## src/rtl/div_unit_pkg.sv

```systemverilog
// Core-wide shared types for the EX stage: operand type, ALU/divider op codes,
// divider FSM states and iteration counts.
package CorePack;

    typedef logic [63:0] data_t;

    typedef enum logic [3:0] {
        ALU_ADD, ALU_SUB, ALU_SLL, ALU_SLT, ALU_SLTU,
        ALU_XOR, ALU_SRL, ALU_SRA, ALU_OR, ALU_AND
    } alu_op_enum;

    typedef enum logic [3:0] {
        DIV, DIVU, REM, REMU, DIVW, DIVUW, REMW, REMUW
    } div_op_enum;

    localparam logic [1:0] ST_IDLE = 2'd0;
    localparam logic [1:0] ST_BUSY = 2'd1;
    localparam logic [1:0] ST_DONE = 2'd2;

    localparam int DIV_ITER_64 = 64;
    localparam int DIV_ITER_32 = 32;

    function automatic logic op_is_w(div_op_enum op);
        return op inside {DIVW, DIVUW, REMW, REMUW};
    endfunction

    function automatic logic op_is_rem(div_op_enum op);
        return op inside {REM, REMU, REMW, REMUW};
    endfunction

    function automatic logic op_is_signed(div_op_enum op);
        return op inside {DIV, REM, DIVW, REMW};
    endfunction

endpackage

```

## src/rtl/div_unit_if.sv

```systemverilog
// Request/response handshake bundle between EX issue logic and the divider.
interface div_unit_if;
    import CorePack::*;

    logic       flush;
    logic       in_valid;
    logic       in_ready;
    data_t      a;
    data_t      b;
    div_op_enum div_op;
    logic       out_valid;
    logic       out_ready;
    data_t      res;

    modport master (
        output flush, in_valid, a, b, div_op, out_ready,
        input  in_ready, out_valid, res
    );

    modport slave (
        input  flush, in_valid, a, b, div_op, out_ready,
        output in_ready, out_valid, res
    );
endinterface

```

## src/rtl/div_unit_step.sv

```systemverilog
// One radix-2 restoring iteration: shift in a dividend bit, subtract the
// divisor if it fits.
module div_step #(
    parameter int W = 64
) (
    input  logic [W-1:0] rem,
    input  logic         dvd_bit,
    input  logic [W-1:0] dvs,
    output logic [W-1:0] rem_next,
    output logic         q_bit
);
    logic [W:0] shifted;
    logic [W:0] diff;

    // Shifted remainder is < 2*divisor, so one extra bit holds it and the
    // borrow out of that bit says the divisor did not fit.
    assign shifted  = {rem, dvd_bit};
    assign diff     = shifted - {1'b0, dvs};
    assign q_bit    = ~diff[W];
    assign rem_next = q_bit ? diff[W-1:0] : shifted[W-1:0];
endmodule

```

## src/rtl/div_unit.sv

```systemverilog
// Iterative RV64M divide/remainder unit, one quotient bit per cycle, with
// operand conditioning, special-case handling and sign fix-up.
module div_unit #(
    parameter int XLEN = 64
) (
    input  logic        clk,
    input  logic        rstn,
    div_unit_if.slave   io
);
    import CorePack::*;

    localparam int HALF = XLEN / 2;
    localparam int CW   = $clog2(XLEN) + 1;

    logic [1:0]      state;
    logic [CW-1:0]   count;
    logic [XLEN-1:0] rem_q, dvd_q, dvs_q, res_q;
    logic            neg_q, neg_r, rem_op, w_op, spec_q;

    logic            is_w, is_rem, is_sgn, a_neg, b_neg, b_zero, ovf;
    logic [XLEN-1:0] a_x, b_x, a_mag, b_mag, a_res, dvd_init, spec_res;

    always_comb begin
        is_w   = op_is_w(io.div_op);
        is_rem = op_is_rem(io.div_op);
        is_sgn = op_is_signed(io.div_op);

        a_neg  = is_sgn & (is_w ? io.a[HALF-1] : io.a[XLEN-1]);
        b_neg  = is_sgn & (is_w ? io.b[HALF-1] : io.b[XLEN-1]);
        a_x    = is_w ? {{HALF{a_neg}}, io.a[HALF-1:0]} : io.a;
        b_x    = is_w ? {{HALF{b_neg}}, io.b[HALF-1:0]} : io.b;
        a_mag  = a_neg ? -a_x : a_x;
        b_mag  = b_neg ? -b_x : b_x;

        // W dividends are left-aligned so the step always consumes bit XLEN-1.
        dvd_init = is_w ? {a_mag[HALF-1:0], {HALF{1'b0}}} : a_mag;

        b_zero = is_w ? (io.b[HALF-1:0] == '0) : (io.b == '0);
        ovf    = is_sgn & (is_w
                 ? ((io.a[HALF-1:0] == {1'b1, {(HALF-1){1'b0}}}) & (&io.b[HALF-1:0]))
                 : ((io.a == {1'b1, {(XLEN-1){1'b0}}}) & (&io.b)));

        a_res    = is_w ? {{HALF{io.a[HALF-1]}}, io.a[HALF-1:0]} : io.a;
        spec_res = b_zero ? (is_rem ? a_res : '1) : (is_rem ? '0 : a_res);
    end

    logic [XLEN-1:0] rem_next, q_full, q_fix, r_fix, fin, fin_res;
    logic            q_bit;

    div_step #(.W(XLEN)) u_step (
        .rem      (rem_q),
        .dvd_bit  (dvd_q[XLEN-1]),
        .dvs      (dvs_q),
        .rem_next (rem_next),
        .q_bit    (q_bit)
    );

    always_comb begin
        q_full  = {dvd_q[XLEN-2:0], q_bit};
        q_fix   = neg_q ? -q_full : q_full;
        r_fix   = neg_r ? -rem_next : rem_next;
        fin     = rem_op ? r_fix : q_fix;
        fin_res = w_op ? {{HALF{fin[HALF-1]}}, fin[HALF-1:0]} : fin;
    end

    always_ff @(posedge clk or negedge rstn) begin
        if (!rstn) begin
            state  <= ST_IDLE;
            count  <= '0;
            rem_q  <= '0;
            dvd_q  <= '0;
            dvs_q  <= '0;
            res_q  <= '0;
            neg_q  <= 1'b0;
            neg_r  <= 1'b0;
            rem_op <= 1'b0;
            w_op   <= 1'b0;
            spec_q <= 1'b0;
        end else if (io.flush) begin
            state <= ST_IDLE;
            count <= '0;
        end else begin
            case (state)
                ST_IDLE: if (io.in_valid) begin
                    rem_op <= is_rem;
                    w_op   <= is_w;
                    neg_q  <= a_neg ^ b_neg;
                    neg_r  <= a_neg;
                    state  <= ST_BUSY;
                    // Special results are parked in rem_q and spend one BUSY
                    // cycle so they surface one edge after accept.
                    if (b_zero | ovf) begin
                        spec_q <= 1'b1;
                        rem_q  <= spec_res;
                        count  <= CW'(1);
                    end else begin
                        spec_q <= 1'b0;
                        rem_q  <= '0;
                        dvd_q  <= dvd_init;
                        dvs_q  <= b_mag;
                        count  <= is_w ? CW'(DIV_ITER_32) : CW'(DIV_ITER_64);
                    end
                end
                ST_BUSY: begin
                    count <= count - CW'(1);
                    if (spec_q) begin
                        res_q <= rem_q;
                        state <= ST_DONE;
                    end else begin
                        rem_q <= rem_next;
                        dvd_q <= q_full;
                        if (count == CW'(1)) begin
                            res_q <= fin_res;
                            state <= ST_DONE;
                        end
                    end
                end
                ST_DONE: if (io.out_ready) state <= ST_IDLE;
                default: state <= ST_IDLE;
            endcase
        end
    end

    assign io.in_ready  = (state == ST_IDLE);
    assign io.out_valid = (state == ST_DONE);
    assign io.res       = res_q;
endmodule
```

## src/flat_wrapper.sv

```systemverilog
// flat-port wrapper written by rule: the top's interface ports become plain ports
module div_unit_flat import CorePack::*;
#(
    parameter int XLEN = 64
)
  (clk, rstn, io_flush, io_in_valid, io_a, io_b, io_div_op, io_out_ready, io_in_ready, io_out_valid, io_res);
  div_unit_if io_i ();
  input  logic clk;
  input  logic rstn;
  input wire logic [$bits(io_i.flush)-1:0] io_flush;
  input wire logic [$bits(io_i.in_valid)-1:0] io_in_valid;
  input wire logic [$bits(io_i.a)-1:0] io_a;
  input wire logic [$bits(io_i.b)-1:0] io_b;
  input wire logic [$bits(io_i.div_op)-1:0] io_div_op;
  input wire logic [$bits(io_i.out_ready)-1:0] io_out_ready;
  output wire logic [$bits(io_i.in_ready)-1:0] io_in_ready;
  output wire logic [$bits(io_i.out_valid)-1:0] io_out_valid;
  output wire logic [$bits(io_i.res)-1:0] io_res;
  assign io_i.flush = io_flush;
  assign io_i.in_valid = io_in_valid;
  assign io_i.a = io_a;
  assign io_i.b = io_b;
  assign io_i.div_op = io_div_op;
  assign io_i.out_ready = io_out_ready;
  assign io_in_ready = io_i.in_ready;
  assign io_out_valid = io_i.out_valid;
  assign io_res = io_i.res;
  div_unit #(.XLEN(XLEN)) u_core (.clk(clk), .rstn(rstn), .io(io_i));
endmodule
```

## config.mk

```make
export PLATFORM = sky130hd
export DESIGN_NAME = div_unit_flat
export DESIGN_NICKNAME = d
export VERILOG_FILES = /design/src/rtl/div_unit_pkg.sv /design/src/rtl/div_unit_if.sv /design/src/rtl/div_unit_step.sv /design/src/rtl/div_unit.sv /design/src/flat_wrapper.sv
export SDC_FILE = /design/constraint.sdc
export NUM_CORES = 1
export LEC_CHECK = 0
export BUFFER_PORTS_ARGS = -buffer_cell sky130_fd_sc_hd__buf_4
export CORE_ASPECT_RATIO = 1.1
export CORE_MARGIN = 2
export CORE_UTILIZATION = 30
export DETAILED_ROUTE_END_ITERATION = 16
export PLACE_DENSITY_LB_ADDON = 0.12
export SLEW_MARGIN = 5
export SYNTH_ARGS = -nofsm -noshare
export SYNTH_HDL_FRONTEND = slang
export SYNTH_SLANG_ARGS = --single-unit
```

## constraint.sdc

```tcl
create_clock -name clk -period 8.1 [get_ports clk]
set_input_delay 1.215 -clock clk [delete_from_list [all_inputs] [get_ports clk]]
set_output_delay 1.215 -clock clk [all_outputs]
set_load 0.02 [all_outputs]
```

==> results of run 1 <==
[worst max-delay path: cells and delay by family, from the launching register on]
kind	cells	cell delay, ns
simple gates	7	1.89
xor+xnor	1	0.21
flops	1	0.51
buf+inv	1	0.11
fa+ha+maj	2	0.83
compound gates	10	3.26
[logic make-up (layout without fill, tap and decap cells)]
kind of cell,count (synthesis),count (layout),synth area share
multiplexers,63,63,0.02450
XOR/XNOR,260,260,0.08657
other,0,2,0
AND/OR/NAND/NOR,1369,1369,0.2449
buffers and inverters,360,438,0.05356
flip-flops,270,270,0.2568
adder cells (fa/ha/maj),72,72,0.03453
AO/OA/AOI/OAI,1279,1279,0.2991
[area by class of cell]
cell class | count | area, um^2
clock buffer | 52 | 1085
multi-input combinational | 3043 | 18240
inverter | 105 | 394.1
clock inverter | 16 | 186.4
tap | 1150 | 1439
sequential | 270 | 6760
timing repair buffer | 265 | 2047
antenna | 2 | 5.005
fill | 9377 | 56510
[per-stage QoR]
step	hold slack [ns]	util	total power, mW	setup WS [ns]
final	0.4736	0.3480	14.31	1.203
after floorplan	0.4485	-	8.258	1.991
after global routing	0.5117	0.3479	14.96	0.7756
after CTS	0.4854	0.3479	14.02	1.369
after global placement	0.4653	0.3333	12.29	1.341
after detailed placement	0.4722	0.3333	12.18	1.375
[path summary, 6_finish.rpt]
check	slack, ns	endpoint	depth (start not counted)
worst min register to register	0.47	u_core.io.res[21]	2
worst max-delay path	1.20	u_core.io.res[62]	21
min in group asynchronous	0.62	u_core.dvs_q[1]	1
worst max register to register	1.20	u_core.io.res[62]	21
max in group asynchronous	6.01	u_core.rem_q[0]	2
worst min-delay path	0.47	u_core.io.res[21]	2
[cell usage in the layout, fill, tap and decap left out, types with 49 or more instances in the layout]
cell type / instances
nand2_1: 476
o21ai_0: 444
nor2_1: 350
a21oi_1: 331
dfrtp_1: 267
buf_4: 260
nor3_1: 141
xnor2_1: 135
xor2_1: 125
inv_1: 101
ha_1: 71
a211oi_1: 70
o31ai_1: 65
a31oi_1: 60
nor4_1: 59
nand3_1: 56
mux2i_1: 52
or3_1: 50
nand4_1: 49
[state kept, by name, indices dropped and copies added (netlist names)]
register	cells
u_core.neg_r	1
u_core.count	7
u_core.neg_q	1
u_core.rem_op	1
u_core.state	2
u_core.dvd_q	64
u_core.io.res	64
u_core.dvs_q	64
u_core.rem_q	64
u_core.spec_q	1
u_core.w_op	1
[where the power goes]
| part | switching [mW] | internal, mW | leakage, nW |
|---|---|---|---|
| clock | 0.749 | 1.04 | 0.625 |
| sequential | 0.787 | 1.83 | 3.45 |
| combinational | 6.92 | 2.99 | 7.87 |
| total | 8.45 | 5.86 | 11.9 |
[per-layer routing]
layer | GRT usage | wire, um
met1 | 0.4532 | 66290
met2 | 0.5035 | 65870
met3 | 0.07638 | 13520
met4 | 0.1401 | 7212
met5 | 0 | 119
==> summary.md, run 1 <==
| Metric | Value |
|---|---|
| Status | `finished, final reports clean` |
| Worst relative slew slack | `0.1504` |
| Mapped Nets | `a little under 4000` |
| Area Overhead vs Synth | `14.65%` |
| Fmax | `roughly 140 MHz` |
| Synth area leader | `dfrtp_1` |
| Initial drt markers | `around 3600` |
| Number of synthesized register bits | `270` |
| Crit path max fanout | `8` |
| Dpl cell area | `0.02888 mm^2` |
| CP endpoint kind | `register` |
| Final Max Slew Viols | `0` |
| Hold Startpoint | `u_core.io.res[21]` |
| Largest net degree at the start of global routing | `126` |
| Hold buffer count at cts | `0` |
| GP Congestion | `~1.0` |
| Pre-antenna DRT Iters | `6` |
| Starting Density | `0.3035` |
| Post-route DRC | `0` |
| Setup-failing EPs final | `0` |
| CP startpoint kind | `register` |
| Clk sink count | `between 200 and 300` |
| Total gr overflow | `0` |
| Maxcap violations | `0` |
| Htree depth | `2` |
| Core area | `approximately 0.087 mm^2` |
| Mapped Avg Cell Area | `about 7 um^2` |
| Cells after Synth | `about 3700` |
| Synth top cells by count | `476 x nand2_1, 446 x o21ai_0, 356 x nor2_1, 332 x a21oi_1, 270 x dfrtp_1` |
| RSZ-0062 raised after global routing | `no` |
| Number of synthesized flops with an enable pin | `0` |
| Non-Filler Cell Area, Final | `~0.03 mm^2` |
| Die Span Y | `approximately 310 um` |
| Register clock-pin slew on the reported worst setup and hold paths | `~0.060 ns` |
| Pleak | `11.95 nW` |
| Top-count cell post-synth | `nand2_1` |
| Worst Hold Class | `register to register` |
| Vias in the first global route | `roughly 28000` |
| Critical-path cell list | `ha_1 > a21oi_2 > o21ai_1 > a211oi_1 > o21ai_0 > a211oi_1 > o311a_1 > nor2_4 > inv_2 > ha_1 > nand3b_1 > or2_2 > nor2_1 > nand2_1 > or3_1 > nand2b_1 > o21ai_0 > xnor2_1 > o22ai_1 > a221o_1 > o31ai_2` |
| FFs w/ async S/R, synth | `1.000` |
| Inst Count DP | `4833` |
| Final number of hold-violating endpoints | `0` |
| Fin nets | `3932` |
| Critical Path RT | `~8.6 ns` |
| CP Class | `register to register` |
| Root buffer cell | `clkbuf_16` |
| Critical Path Slowest Stage Cell | `a211oi_1` |
| DR WL/cell | `31.21 um` |
| Post-CTS Repair Setup Buffers | `0` |
| Tmin final | `a little under 7 ns` |
| Antenna Nets Post-Route | `0` |
| Post-route clock period utilization | `0.8515` |
| Vias per Instance | `6.057` |
| Num rows | `about 110` |
| CTS tree | `done` |
| Initial antenna violation count | `15` |
| Dominant cells by area after synthesis | `dfrtp_1 26%, o21ai_0 8.5%, nand2_1 6.8%, a21oi_1 6.3%, nor2_1 5.1%` |
| First-pass GRT wire length | `about 220000 um` |
| Syn. warnings | `0` |
| CTS resizes | `0` |
| Num CTS Buffers | `38` |
| Worst-skew pair later-pin latency | `0.62 ns` |
| Critical path startpoint | `u_core.rem_q[16]` |
| WL final | `153000 um` |
| Worst Tran Pin Value | `between 1 and 1.5 ns` |
| Global Route Usage Sum | `0.3328` |
| Fraction of layout cells with a size suffix above 1 | `0.1104` |
| Setup TNS | `0 ns` |
| Mapped cell area | `~0.026 mm^2` |
| I/O Buffers | `a little over 200` |
| Clock skew | `about 0.036 ns` |
| CTS Buffer Depth | `3` |
| Die span in x | `about 290 um` |
| RR Startpoint | `u_core.rem_q[16]` |
| Routed vias | `around 30000` |
| Slowest stage delay, CP | `0.90 ns` |
| Worst Path Arrival | `between 7 and 8 ns` |
| Library cells used by synthesis | `99` |
| Top-level port count | `roughly 200` |
| Peak supply drop | `0.2990 mV` |
| Main flop type after synthesis | `dfrtp_1` |
| Die area | `roughly 0.09 mm^2` |
| Post-synth top area share | `0.2568` |
| PD cells | `about 470 mW/mm^2` |
| Post-Layout Cell Count | `slightly below 5000` |
| Sequential area share after synthesis | `0.2568` |
| Dpl hpwl | `approximately 120000 um` |
Note: power is estimated with default switching activity, not from simulation.
==> inputs of run 2 (changes only) <==
--- a/config.mk
+++ b/config.mk
@@ -11,6 +11,7 @@
 export CORE_UTILIZATION = 30
 export DETAILED_ROUTE_END_ITERATION = 16
 export PLACE_DENSITY_LB_ADDON = 0.12
+export SKIP_CTS_REPAIR_TIMING = 1
 export SLEW_MARGIN = 5
 export SYNTH_ARGS = -nofsm -noshare
 export SYNTH_HDL_FRONTEND = slang
==> constraint.sdc (replaced) <==
create_clock -name clk -period 8.1 [get_ports clk]
set_input_delay 0.81 -clock clk [delete_from_list [all_inputs] [get_ports clk]]
set_output_delay 0.81 -clock clk [all_outputs]
set_load 0.02 [all_outputs]
==> run 2 against run 1 <==
  * The run now ends with max-capacitance violations left
  * Register-to-register slack improved by 0.19 ns
  * First-iteration DRC count increased by 3.3%
  * Clock power is essentially flat
  * Sequential cell count did not move
  * Combinational power decreased by 1%
  * Critical path type unchanged
  * Critical endpoint unchanged
  * Largest cell class unchanged
==> summary.md, run 2 (synthesis results as in run 1) <==
| Metric | Value |
|---|---|
| Status | `complete, but fails checks` |
| Failing checks | `max-capacitance violations` |
| Routed vias | `29920` |
| Core area | `roughly 0.087 mm^2` |
| Met1 wire length | `around 66000 um` |
| Fraction of layout cells with a size suffix above 1 | `0.1090` |
| Highest routed layer | `met5` |
| Register clock-pin slew on the reported worst setup and hold paths | `about 0.060 ns` |
| Clock Power Share | `0.127` |
| Switching Share | `0.5862` |
| First-pass GRT wire length | `roughly 210000 um` |
| RSZ-0062 raised after global routing | `no` |
| Design Power | `about 14 mW` |
| CP Class | `register to register` |
| DR WL/cell | `just over 30 um` |
| I/O Buffers | `approximately 200` |
| Maxcap violations | `1` |
| Worst slack at placement | `between 1.5 and 2 ns` |
| Post-route DRC | `0` |
| Total gr overflow | `0` |
| Dpl cell area | `0.02882 mm^2` |
| Htree depth | `2` |
| Pre-antenna DRT Iters | `6` |
| GP Congestion | `1.031` |
| Clock skew | `roughly 0.032 ns` |
| Met3 wire length | `between 10000 and 15000 um` |
| Worst Hold Class | `input pin to asynchronous set/reset pin` |
| Net switching power | `roughly 8.3 mW` |
| Crit path max fanout | `13` |
| Setup-failing EPs final | `0` |
| CTS tree | `done` |
| Die Span Y | `approximately 310 um` |
| Die span in x | `286.3 um` |
| Worst-skew pair later-pin latency | `approximately 0.60 ns` |
| Worst relative slew slack | `0.008508` |
| Most frequent cells in the layout | `476 x nand2_1, 444 x o21ai_0, 350 x nor2_1, 331 x a21oi_1, 267 x dfrtp_1` |
| Initial drt markers | `3755` |
| Vias in the first global route | `around 27000` |
| Post-route clock period utilization | `0.8280` |
| Comb pwr share | `0.689` |
| Fmax | `approximately 150 MHz` |
| Critical Path Slowest Stage Cell | `nor4_1` |
| Buf+Inv Stages, Crit Path | `1` |
| Num CTS Buffers | `36` |
| Commonest non-fill, non-tap cell in the layout | `nand2_1` |
| Starting Density | `0.3035` |
| Worst Slack Setup Final | `1.393 ns` |
| Sequential group share of total power | `0.185` |
| Root buffer cell | `clkbuf_16` |
| Critical-path cell list | `ha_1 > nand4_1 > nor4_1 > nand2_1 > a211oi_2 > a211oi_1 > o311a_1 > nor2_4 > inv_2 > a21oi_1 > ha_1 > nand2_1 > nor3_1 > nand3_1 > nor4_1 > mux2i_1 > nand3b_1 > nor4b_2 > mux2i_1 > a221o_1 > o31ai_2` |
| WL final | `151300 um` |
| PD cells | `between 400 and 500 mW/mm^2` |
| Peak supply drop | `around 0.43 mV` |
| Hold WS | `just over 0.3 ns` |
| Global Route Usage Sum | `0.3287` |
| Internal power | `~5.9 mW` |
| Area Overhead vs Synth | `14.46%` |
| Top-level port count | `203` |
| Initial antenna violation count | `11` |
| Final Max Slew Viols | `0` |
| Fin nets | `just under 4000` |
| Critical Path RT | `8.59 ns` |
| Pleak | `about 12 nW` |
| CP startpoint kind | `register` |
| Worst Path Arrival | `just over 7 ns` |
| Num rows | `~110` |
| Met2 wire length | `about 65000 um` |
| CP endpoint kind | `register` |
| Final number of hold-violating endpoints | `0` |
| Setup TNS | `0 ns` |
| Non-Filler Cell Area, Final | `~0.030 mm^2` |
| Largest net degree at the start of global routing | `around 160` |
| Vias per Instance | `6.110` |
| Clk sink count | `270` |
| Slowest stage delay, CP | `around 0.75 ns` |
| Die area | `0.09007 mm^2` |
| Antenna Nets Post-Route | `0` |
| Delay-heaviest family, CP | `simple AND/OR/NAND/NOR gates` |
| Tmin final | `about 6.7 ns` |
| Worst Tran Pin Value | `roughly 1.5 ns` |
| Dpl hpwl | `roughly 120000 um` |
| CTS Buffer Depth | `3` |
run 2: cell count changes in the layout (fill, tap and decap cells not counted), moves of 2 or more:
| cell | delta |
|---|---|
| bufinv_16 | +3 |
| clkbuf_16 | -3 |
| clkinv_2 | -2 |
| clkinvlp_4 | +4 |
| buf_4 | -4 |
| clkbuf_1 | -4 |
run 2: per-layer routing:
metal	track usage	vias to the layer above
li1	-	13510
met1	0.4582	14630
met2	0.4926	1512
met3	0.06217	255
met4	0.1426	12
met5	0	-
run 2: final timing paths:
| check | from | end | slack (ns) | cells after the start |
|---|---|---|---|---|
| min reg2reg | u_core.io.res[13] | u_core.io.res[13] | 0.48 | 2 |
| min | rstn | u_core.dvs_q[33] | 0.31 | 1 |
| max | u_core.rem_q[44] | u_core.io.res[62] | 1.39 | 21 |
| max reg2reg | u_core.rem_q[44] | u_core.io.res[62] | 1.39 | 21 |
| min in group clk | io_flush | u_core.count[0] | 0.46 | 2 |
| max in group asynchronous | rstn | u_core.rem_q[16] | 6.39 | 2 |
run 2: power groups by stage:
stage	registers (mW)	clock network [mW]	logic, mW
2_1_floorplan	2.39	0	5.87
3_3_place_gp	2.61	0	9.61
3_5_place_dp	2.62	0	9.49
4_1_cts	2.60	1.82	9.54
5_1_grt	2.66	1.87	10.4
6_report	2.63	1.80	9.80
run 2: metrics by stage:
step / cells / util
floorplan: 3673 / -
global route: 4893 / 0.3473
detailed placement: 4828 / 0.3326
CTS: 4893 / 0.3473
finish: 4896 / 0.3474
global placement: 4828 / 0.3326
run 2: area by class of cell:
cell class	instances	area, um^2
Antenna cell	3	7.507
Clock inverter	20	284.0
Inverter	105	394.1
Tap cell	1150	1439
Multi-Input combinational cell	3043	18230
Sequential cell	270	6760
Timing Repair Buffer	260	1997
Clock buffer	45	994.7
Fill cell	9309	56560
